$ cat src/rtl/sram_bus_responder.sv
// Bus slave that runs single-word MMU requests against a 32-bit async SRAM with fixed wait states.
// Optional BUS_RSP_DUMMY_ACK_EN: unmapped requests get a zero-data ack instead of being ignored.
module sram_bus_responder #(
  parameter int WAIT_CYCLES = 2,
  parameter int SRAM_AW     = 20
) (
  input  logic               clk,
  input  logic               rst,
  input  logic               bus_ce_i,
  input  logic               bus_we_i,
  input  logic [31:0]        bus_addr_i,
  input  logic [31:0]        bus_data_i,
  input  logic [15:0]        bus_select_i,
  output logic [31:0]        bus_data_o,
  output logic               bus_ack_o,
  output logic [SRAM_AW-1:0] sram_addr_o,
  output logic [31:0]        sram_data_o,
  input  logic [31:0]        sram_data_i,
  output logic               sram_data_oe_o,
  output logic               sram_ce_n_o,
  output logic               sram_oe_n_o,
  output logic               sram_we_n_o
);

  localparam int CW = (WAIT_CYCLES > 1) ? $clog2(WAIT_CYCLES) : 1;

  typedef enum logic [2:0] {IDLE, SETUP, ACCESS, ACK, RECOVER} state_t;

  state_t        state, next_state;
  logic [CW-1:0] cnt, cnt_d;
  logic          we_q, sram_q;
  logic [31:0]   rd_q, rd_d, bus_data_d;
  logic          valid_req, sram_req, accept;
  logic          op_we, op_sram, active, capture;

  // Byte-lane and aliased upper address bits carry no meaning for a word-wide SRAM.
  logic unused_addr;
  assign unused_addr = ^{bus_addr_i[31:SRAM_AW+2], bus_addr_i[1:0]};

  always_comb begin
    // NOTE: every signal written here gets a default first so no path can infer a latch.
    next_state = state;
    cnt_d      = cnt;
    valid_req  = bus_ce_i && (bus_select_i != '0);
    sram_req   = valid_req && bus_select_i[0];

    unique case (state)
      IDLE: begin
        if (sram_req) begin
          next_state = SETUP;
        end
`ifdef BUS_RSP_DUMMY_ACK_EN
        else if (valid_req) begin
          next_state = ACK;
        end
`endif
      end
      SETUP: begin
        next_state = ACCESS;
        cnt_d      = '0;
      end
      ACCESS: begin
        if (cnt == CW'(WAIT_CYCLES - 1)) next_state = ACK;
        else                             cnt_d      = cnt + 1'b1;
      end
      ACK:     next_state = RECOVER;
      RECOVER: next_state = IDLE;
      default: next_state = IDLE;
    endcase

    // In IDLE the request is being latched this edge, so decode it straight from the bus.
    accept  = (state == IDLE) && (next_state != IDLE);
    op_we   = (state == IDLE) ? bus_we_i : we_q;
    op_sram = (state == IDLE) ? sram_req : sram_q;
    active  = op_sram && (next_state inside {SETUP, ACCESS, ACK});

    capture    = (state == ACCESS) && (next_state == ACK) && !we_q;
    rd_d       = capture ? sram_data_i : rd_q;
    bus_data_d = (next_state == ACK) ? (capture ? rd_d : '0) : rd_d;
  end

  // Outputs are registered from the next-state decode so each pin reflects the state it belongs to.
  always_ff @(posedge clk) begin
    if (rst) begin
      state          <= IDLE;
      cnt            <= '0;
      we_q           <= 1'b0;
      sram_q         <= 1'b0;
      rd_q           <= '0;
      bus_ack_o      <= 1'b0;
      bus_data_o     <= '0;
      sram_addr_o    <= '0;
      sram_data_o    <= '0;
      sram_data_oe_o <= 1'b0;
      sram_ce_n_o    <= 1'b1;
      sram_oe_n_o    <= 1'b1;
      sram_we_n_o    <= 1'b1;
    end else begin
      // NOTE: non-blocking assignments so every register samples pre-edge values.
      state <= next_state;
      cnt   <= cnt_d;
      rd_q  <= rd_d;
      if (accept) begin
        we_q   <= bus_we_i;
        sram_q <= sram_req;
        if (sram_req) begin
          sram_addr_o <= bus_addr_i[SRAM_AW+1:2];
          sram_data_o <= bus_data_i;
        end
      end
      bus_ack_o      <= (next_state == ACK);
      bus_data_o     <= bus_data_d;
      sram_ce_n_o    <= !active;
      sram_oe_n_o    <= !(active && !op_we);
      sram_we_n_o    <= !(op_sram && op_we && (next_state == ACCESS));
      sram_data_oe_o <= active && op_we;
    end
  end

endmodule
$ cat config.mk
export PLATFORM = sky130hd
export DESIGN_NAME = sram_bus_responder
export DESIGN_NICKNAME = d
export VERILOG_FILES = /design/src/rtl/sram_bus_responder.sv
export SDC_FILE = /design/constraint.sdc
export NUM_CORES = 1
export LEC_CHECK = 0
export ABC_AREA = 0
export CAP_MARGIN = 20
export CORE_UTILIZATION = 35
export CTS_BUF_LIST = sky130_fd_sc_hd__clkbuf_8
export CTS_CLUSTER_SIZE = 12
export DETAILED_ROUTE_END_ITERATION = 8
export DONT_BUFFER_PORTS = 1
export PLACE_DENSITY = 0.52
export SYNTH_ARGS = -nofsm -noshare
export SYNTH_HDL_FRONTEND = slang
export SYNTH_SLANG_ARGS = --single-unit
$ cat constraint.sdc
create_clock -name clk -period 1.6 [get_ports clk]
set_input_delay 0.32 -clock clk [delete_from_list [all_inputs] [get_ports clk]]
set_output_delay 0.32 -clock clk [all_outputs]
set_load 0.02 [all_outputs]
==> run metrics, run 1 <==
status finished, violations left; failing checks hold timing; starting density of the core 35.73%; Pre-antenna DRT Iters 5; num rows 41; final wirelength 11,110 um; largest family of logic cells by synthesized area compound AO/OA/AOI/OAI gates; dpl hpwl 6898 um; Final Worst Setup Slack 0.01832 ns; f_max 0.6322 GHz; CTS buffer count 17; DRC Markers 0; Worst Path Arrival 1.89 ns; clk sink count 127; core footprint 12,570 um^2; Avg Synthesized Cell Area 8.521 um^2; Post-CTS Setup Bufs 0; Worst Skew 0.01039 ns; YS warnings 0; Req. time, crit path 1.91 ns; mux contribution to synthesized area 0.2229%; Tcrit/Tclk final 98.86%; detailed-route wire length per cell 15.92 um; Cell Area, Synth 4491 um^2; vias in the first global route 3,444; pwr/cell area 1334 nW/um^2; fraction of registers with async set/reset 0%; met1 usage 19.79%; pin count of the biggest net entering global routing 125; Vias 3,716; layer with the highest usage met2; GRT Util Overall 17.04%; Slew HR 71.86%; post-synthesis sequential element count 127; CTS tree done; Die Height 115.3 um; n_diodes 0; Top FF cell, synth dfxtp_1; reg2reg setup slack 0.02 ns; final setup vio count 0; clock buffer depth 2; num ports 205; Yosys cell types 25; grt met2 use 26.55%; Slew Viols, Final 0; hold slack -0.04671 ns; Root Buffer clkbuf_8; Hold Vio Cnt, Final 42; die width 115.3 um; number of synthesized flops with an enable pin 0; Leak 1.727 nW; Fill cells 1,272; crit path max fanout 3; met3 Track Usage GR 8.698%; max-cap check violation count 0; worst-skew pair later-pin latency 0.44 ns; syn_nets 643; Synth Area in Compound Gates 23.63%; DRT antenna net count 0; min-delay worst type primary input to flop; pre-CTS WS 0.01522 ns; fin crit period 1.582 ns; H-tree depth 4; GP Congestion 0.6922; Vias per Instance 5.324; area of the die 13,290 um^2; Port Buffers 0; first-pass GRT wire length 17,250 um; worst vdd ir 0.5416 mV; crit end category flop; nets@finish 629; post-synthesis simple-gate area fraction 14.74%; Crit Path Class flop to flop; Starting DRT DRC Count 263; Worst-path clk slew 0.07 ns; RSZ-0062 raised after global routing true; hold_buf cts 1; placed instance area 4702 um^2; Pwr Total 6.975 mW; CP Launch Type flop; Util after Layout 41.60%; synthesized instance count 527; post-synthesis xor/xnor area fraction 0.1950%; GR Overflow Total 0; Area Growth Syn to Fin 16.44%; sequential area share after synthesis 56.62%; share of cells above drive strength 1 12.36%; synthesized-area fraction occupied by adder cells 0%; initial antenna violation count 0; Final Instance Area 5229 um^2; worst slew pin tran 0.4220 ns
==> power breakdown <==
group	switching [mW]	total [mW]	internal, mW
clock network	1.30	3.19	1.90
logic	0.236	0.379	0.143
registers	0.154	3.40	3.25
==> critical path, cell delays in order, from the launching register on <==
cell     delay [ns]
dfxtp_2        0.34
xnor2_2        0.13
or4b_4         0.49
or4b_1         0.50
==> flip-flops by register name (all words and copies together) (netlist names), 3 cells and up <==
signal	flops
sram_data_o	32
bus_data_o	32
rd_q	32
state	3
sram_addr_o	20
==> per-stage QoR <==
step | instances | TNS, ns
finish | 698 | 0
global route | 698 | -0.05051
CTS | 698 | 0
detailed placement | 665 | 0
global placement | 665 | 0
floorplan | 527 | 0
==> final timing paths <==
path / start / endpoint / cells past startpoint
max: state[1] / sram_we_n_o / 3
min: rst / sram_data_o[30] / 1
max reg2reg: state[1] / sram_we_n_o / 3
min reg2reg: rd_q[21] / bus_data_o[21] / 2
==> per-layer routing <==
layer  wire length, um  vias to the layer above
met5                 0                        -
met4               138                        0
met3              1104                        9
met2              5188                      140
met1              4680                     1736
li1                  -                     1831
==> what timing repair did <==
item | in CTS | in global routing
hold endpoints to repair | 121 | 120
endpoints found under the setup margin | 0 | 96
resized for setup | 0 | 32
==> Yosys cell counts, types with 2 or more instances <==
cell      count  share of area (%)
or3_1         2               0.28
nor3_1        2               0.22
o21ai_1       9                1.0
dfxtp_1     127                 57
clkbuf_1     47                3.9
o21ai_0      77                8.6
buf_1         7               0.59
nand2_1      34                2.8
a21oi_1     121                 13
nand3_1      86                9.6
==> cells by family (layout without fill, tap and decap cells) <==
logic type,Yosys count,in the layout
buf+inv,55,54
flops,127,127
mux,1,1
simple gates,133,133
compound gates,210,210
xor+xnor,1,1
==> cells in the final DEF (no fill, tap or decap), types with 2 or more instances in the layout <==
cell,n
bufinv_16,5
buf_12,5
clkinv_4,2
clkinvlp_4,3
buf_6,3
dfxtp_1,125
a21oi_1,120
buf_4,12
o21ai_1,26
nand3_1,86
o21ai_0,60
nand2_1,34
clkbuf_8,18
clkinv_2,3
and2_2,2
dfxtp_2,2
==> area by class of cell <==
class / count / area [um^2] / area share (%)
sequential: 127 / 2545 / 48.67
multi-input combinational: 345 / 1769 / 33.84
clock buffer: 18 / 247.7 / 4.738
timing repair buffer: 21 / 234.0 / 4.475
tap: 172 / 215.2 / 4.116
clock inverter: 14 / 214.0 / 4.092
inverter: 1 / 3.754 / 0.07179
Power figures use the tool's default switching activity.
==> run 2, diff against run 1 <==
==> constraint.sdc (replaced) <==
create_clock -name clk -period 1.6 [get_ports clk]
set_input_delay 0.32 -clock clk [delete_from_list [all_inputs] [get_ports clk]]
set_output_delay 0.32 -clock clk [all_outputs]
set_load 0.01 [all_outputs]
==> run metrics, run 2 (same netlist as run 1, synthesis figures left out) <==
hold_buf cts 2 (was 1); area of the die 13,290 um^2 (unchanged); worst-skew pair later-pin latency 0.44 ns (about the same); Area Growth Syn to Fin 15.35% (was 16.44%); Fill cells 1,268 (was 1,272); Post-CTS Setup Bufs 0 (unchanged); setup TNS 0 ns (unchanged); GRT Util Overall 17.18% (was 17.04%); Worst Path Arrival 1.89 ns (about the same); Leak 1.694 nW (was 1.727 nW); detailed-route wire length per cell 16.08 um (was 15.92 um); sw frac 24.71% (was 24.16%); Slew Viols, Final 0 (unchanged); RSZ-0062 raised after global routing true (unchanged); crit path max fanout 3 (unchanged); Vias per Instance 5.404 (was 5.324); # placed instances 665 (unchanged); Port Buffers 0 (unchanged); die width 115.3 um (unchanged); Critical Path End sram_we_n_o (unchanged); crit path cell chain xnor2_1 -> or4b_4 -> or4b_1 (was xnor2_2 -> or4b_4 -> or4b_1); placed instance area 4702 um^2 (unchanged); fin cells 698 (unchanged); initial antenna violation count 0 (unchanged); CP Launch Type flop (unchanged); most common cell after layout, fill and taps aside dfxtp_1 (unchanged); max-cap check violation count 0 (unchanged); worst vdd ir 0.6139 mV (was 0.5416 mV); status finished, violations left (unchanged); part of the power in registers 50.7% (was 48.8%); Req. time, crit path 1.91 ns (about the same); final wirelength 11,220 um (was 11,110 um); Util after Layout 41.21% (was 41.60%); CP startpoint state[1] (unchanged); Worst Skew 0.01018 ns (was 0.01039 ns); Comb pwr share 5.7% (was 5.4%); failing checks hold timing (unchanged); final setup vio count 0 (unchanged); biggest regs bus_data_o (32), rd_q (32), sram_data_o (32) (unchanged); share of cells above drive strength 1 12.74% (was 12.36%); Slew HR 72.67% (was 71.86%); r2r endpoint sram_we_n_o (unchanged); min-delay worst type primary input to flop (unchanged); Worst-path clk slew 0.07 ns (about the same); Vias 3,772 (was 3,716); dpl hpwl 6959 um (was 6898 um); sequential cell area 2545 um^2 (unchanged); crit end category flop (unchanged); most frequent cells in the layout dfxtp_1 (125), a21oi_1 (119), nand3_1 (86) (was dfxtp_1 (125), a21oi_1 (120), nand3_1 (86)); Int Power 4.969 mW (was 5.290 mW); Final Instance Area 5180 um^2 (was 5229 um^2); Starting DRT DRC Count 200 (was 263); clock share of power 43.6% (was 45.8%); DRC Markers 0 (unchanged); Pre-antenna DRT Iters 5 (unchanged); H-tree depth 4 (unchanged); n_diodes 0 (unchanged); DRT antenna net count 0 (unchanged); nets@finish 629 (unchanged); FF-to-FF path depth 3 (unchanged); CTS buffer count 17 (unchanged); f_max 0.6321 GHz (was 0.6322 GHz); GR Overflow Total 0 (unchanged); first-pass GRT wire length 17,420 um (was 17,250 um); num ports 205 (unchanged); Crit Path Class flop to flop (unchanged); CTS tree done (unchanged); Crit path largest cell delay 0.50 ns (about the same); vias in the first global route 3,454 (was 3,444); core footprint 12,570 um^2 (unchanged); worst slew pin tran 0.4099 ns (was 0.4220 ns); clock buffer depth 2 (unchanged); pin count of the biggest net entering global routing 125 (unchanged); area of the multi-input gates 1777 um^2 (was 1769 um^2); r2r startpoint state[1] (unchanged); Root Buffer clkbuf_8 (unchanged); clk sink count 127 (unchanged); Die Height 115.3 um (unchanged); fin crit period 1.582 ns (about the same); Hold Vio Cnt, Final 39 (was 42); GP Congestion 0.6928 (was 0.6922); slowest cell on the critical path or4b_1 (unchanged); starting density of the core 35.73% (unchanged); Sw Pwr 1.631 mW (was 1.685 mW); hold slack -0.03312 ns (was -0.04671 ns); num rows 41 (unchanged); Tcrit/Tclk final 98.88% (was 98.86%); reg2reg setup slack 0.02 ns (about the same); pwr/cell area 1274 nW/um^2 (was 1334 nW/um^2)
run 2: metal layers:
layer	up-vias	share of wire, %	global-route usage (%)
met2	149	47	26.59
met4	0	1.7	8.745
met5	-	0	0
met3	17	10	8.065
met1	1778	42	19.88
li1	1828	-	-
run 2: layout make-up:
class | count | share of cell area (%)
Sequential cell | 127 | 49.13
Multi-Input combinational cell | 345 | 34.30
Clock buffer | 18 | 4.783
Timing Repair Buffer | 21 | 4.372
Tap cell | 172 | 4.155
Clock inverter | 14 | 3.188
Inverter | 1 | 0.07246
run 2: power groups by stage:
stage	registers (mW)	logic, mW	clock network [mW]
floorplan	3.40	0.294	0
finish	3.35	0.377	2.88
global placement	3.42	0.355	0
global route	3.36	0.422	3.10
CTS	3.35	0.373	2.98
detailed placement	3.42	0.369	0
run 2: worst min-delay path by stage:
stage,from,to,slack [ns],depth (start not counted)
2_1_floorplan,rd_q[31],bus_data_o[31],0.43,2
3_3_place_gp,rst,sram_addr_o[5],0.40,1
3_5_place_dp,rst,sram_addr_o[1],0.40,1
4_1_cts,rst,sram_data_o[24],-0.1,1
5_1_grt,rst,sram_addr_o[0],-0.09,1
6_report,rst,state[0],-0.03,1
run 2: worst max-delay path: cells and delay by family (launching register included):
kind | cells | cell delay [ns]
flops | 1 | 0.34
simple gates | 2 | 0.99
xor+xnor | 1 | 0.14
run 2: timing repair:
item                                    CTS  global route
endpoints found under the setup margin    5            92
hold endpoints to repair                121           120
resized for setup                         1            21
run 2: stage by stage:
step | power [mW] | setup slack (ns)
floorplan | 3.693 | 0.0007477
detailed placement | 3.788 | 0.006721
finish | 6.600 | 0.01798
CTS | 6.702 | 0.006475
global placement | 3.773 | 0.03409
global route | 6.878 | -0.007243
==> run 3, diff against run 2 <==
--- a/config.mk
+++ b/config.mk
@@ -7,6 +7,7 @@
 export LEC_CHECK = 0
 export ABC_AREA = 0
 export CAP_MARGIN = 20
+export CORE_ASPECT_RATIO = 1.1
 export CORE_UTILIZATION = 35
 export CTS_BUF_LIST = sky130_fd_sc_hd__clkbuf_8
 export CTS_CLUSTER_SIZE = 12
==> run metrics, run 3 (same netlist as run 1, synthesis figures left out) <==
CTS tree done (unchanged); Worst Path Arrival 1.88 ns (was 1.89 ns); RSZ-0062 raised after global routing true (unchanged); crit path max fanout 2 (was 3); Worst Skew 0.007218 ns (was 0.01018 ns); final wirelength 10,700 um (was 11,220 um); Die Height 120.8 um (was 115.3 um); Pwr Total 6.184 mW (was 6.600 mW); Worst-path clk slew 0.07 ns (about the same); detailed-route wire length per cell 15.76 um (was 16.08 um); FF-to-FF path depth 3 (unchanged); Area Growth Syn to Fin 13.07% (was 15.35%); n_diodes 0 (unchanged); nets@finish 627 (was 629); first-pass GRT wire length 16,790 um (was 17,420 um); # placed instances 648 (was 665); starting density of the core 35.82% (was 35.73%); Leak 1.686 nW (was 1.694 nW); Port Buffers 0 (unchanged); most common cell after layout, fill and taps aside dfxtp_1 (unchanged); Crit Path Class flop to flop (unchanged); crit end category flop (unchanged); worst slew pin tran 0.3004 ns (was 0.4099 ns); die width 110 um (was 115.3 um); Req. time, crit path 1.90 ns (was 1.91 ns); fin crit period 1.577 ns (was 1.582 ns); Vias per Instance 5.495 (was 5.404); area of the die 13,290 um^2 (about the same); vias in the first global route 3,443 (was 3,454); clk sink count 127 (unchanged); most frequent cells in the layout dfxtp_1 (124), a21oi_1 (121), nand3_1 (86) (was dfxtp_1 (125), a21oi_1 (119), nand3_1 (86)); GP Congestion 0.7041 (was 0.6928); Final Instance Area 5077 um^2 (was 5180 um^2); CTS buffer count 17 (unchanged); max-cap check violation count 0 (unchanged); num rows 43 (was 41); failing checks hold timing (unchanged); biggest regs bus_data_o (32), rd_q (32), sram_data_o (32) (unchanged); Slew Viols, Final 0 (unchanged); H-tree depth 4 (unchanged); f_max 0.6343 GHz (was 0.6321 GHz); sequential cell area 2546 um^2 (was 2545 um^2); CP Launch Type flop (unchanged); GRT Util Overall 16.52% (was 17.18%); Slew HR 79.97% (was 72.67%); Worst Hold Path Cells 1 (unchanged); core footprint 12,540 um^2 (was 12,570 um^2); fin cells 679 (was 698); GR Overflow Total 0 (unchanged); initial antenna violation count 0 (unchanged); Root Buffer clkbuf_8 (unchanged); Starting DRT DRC Count 318 (was 200); area of the multi-input gates 1767 um^2 (was 1777 um^2); Hold Vio Cnt, Final 30 (was 39); Pre-antenna DRT Iters 6 (was 5); hold_buf cts 2 (unchanged); num ports 205 (unchanged); min-delay worst type primary input to flop (unchanged); Tcrit/Tclk final 98.53% (was 98.88%); dpl hpwl 6664 um (was 6959 um); placed instance area 4693 um^2 (was 4702 um^2); status finished, violations left (unchanged); pwr/cell area 1218 nW/um^2 (was 1274 nW/um^2); hold slack -0.04089 ns (was -0.03312 ns); Post-CTS Setup Bufs 0 (unchanged); worst vdd ir 0.8185 mV (was 0.6139 mV); Fill cells 1,262 (was 1,268); final setup vio count 0 (unchanged); clock buffer depth 2 (unchanged); Vias 3,731 (was 3,772); DRC Markers 0 (unchanged); share of cells above drive strength 1 11.11% (was 12.74%); pin count of the biggest net entering global routing 125 (unchanged); worst-skew pair later-pin latency 0.43 ns (was 0.44 ns); DRT antenna net count 0 (unchanged)
run 3: cell types whose count changed in the layout (fill, tap and decap cells not counted), sizes merged:
cell / previous run / this run
buf: 20 / 18
clkinv: 4 / 5
inv: 3 / 4
bufinv: 3 / 1
clkinvlp: 5 / 1
clkbuf: 18 / 20
run 3: metrics by stage:
stage / worst slack, ns / util [%] / setup TNS (ns)
floorplan: 0.0007477 / - / 0
global placement: -0.003479 / 37.44 / -0.003479
detailed placement: 0.03145 / 37.44 / 0
CTS: 0.005844 / 40.38 / 0
global route: -0.01771 / 40.50 / -0.02532
finish: 0.02348 / 40.50 / 0
run 3: path summary, 6_finish.rpt:
path / start / end / slack, ns
worst max-delay path: state[1] / sram_we_n_o / 0.02
worst min-delay path: rst / sram_addr_o[4] / -0.04
worst max register to register: state[1] / sram_we_n_o / 0.02
worst min register to register: rd_q[5] / bus_data_o[5] / 0.45
run 3: what timing repair did:
item	4_1_cts	5_1_grt
endpoints found under the setup margin	0	50
resized for setup	0	15
endpoints found under the hold margin	121	120
run 3: worst max-delay path, stage by stage (launching register included):
cell and delay (ns):
dfxtp_2 0.33, xnor2_1 0.13, or4b_4 0.50, or4b_1 0.50
run 3: per-layer routing:
metal  part of all wire (%)  GRT usage (%)  vias up
li1                       -              -     1827
met1                     41          18.74     1747
met2                     47          25.43      144
met3                     11          9.111       13
met4                    1.5          6.750        0
met5                      0              0        -
run 3: area by class of cell:
type	count	area share, %
flip-flops and latches	127	50.15
multi-input cells	345	34.80
clock buffers	20	5.421
repair buffers	19	4.239
well taps	157	3.869
clock inverters	10	1.454
inverters	1	0.07393
run 3: power breakdown:
group	internal [mW]	total, mW	switching, mW
registers	3.25	3.35	0.0937
logic	0.140	0.372	0.232
clock network	1.30	2.46	1.16
total	4.69	6.18	1.49
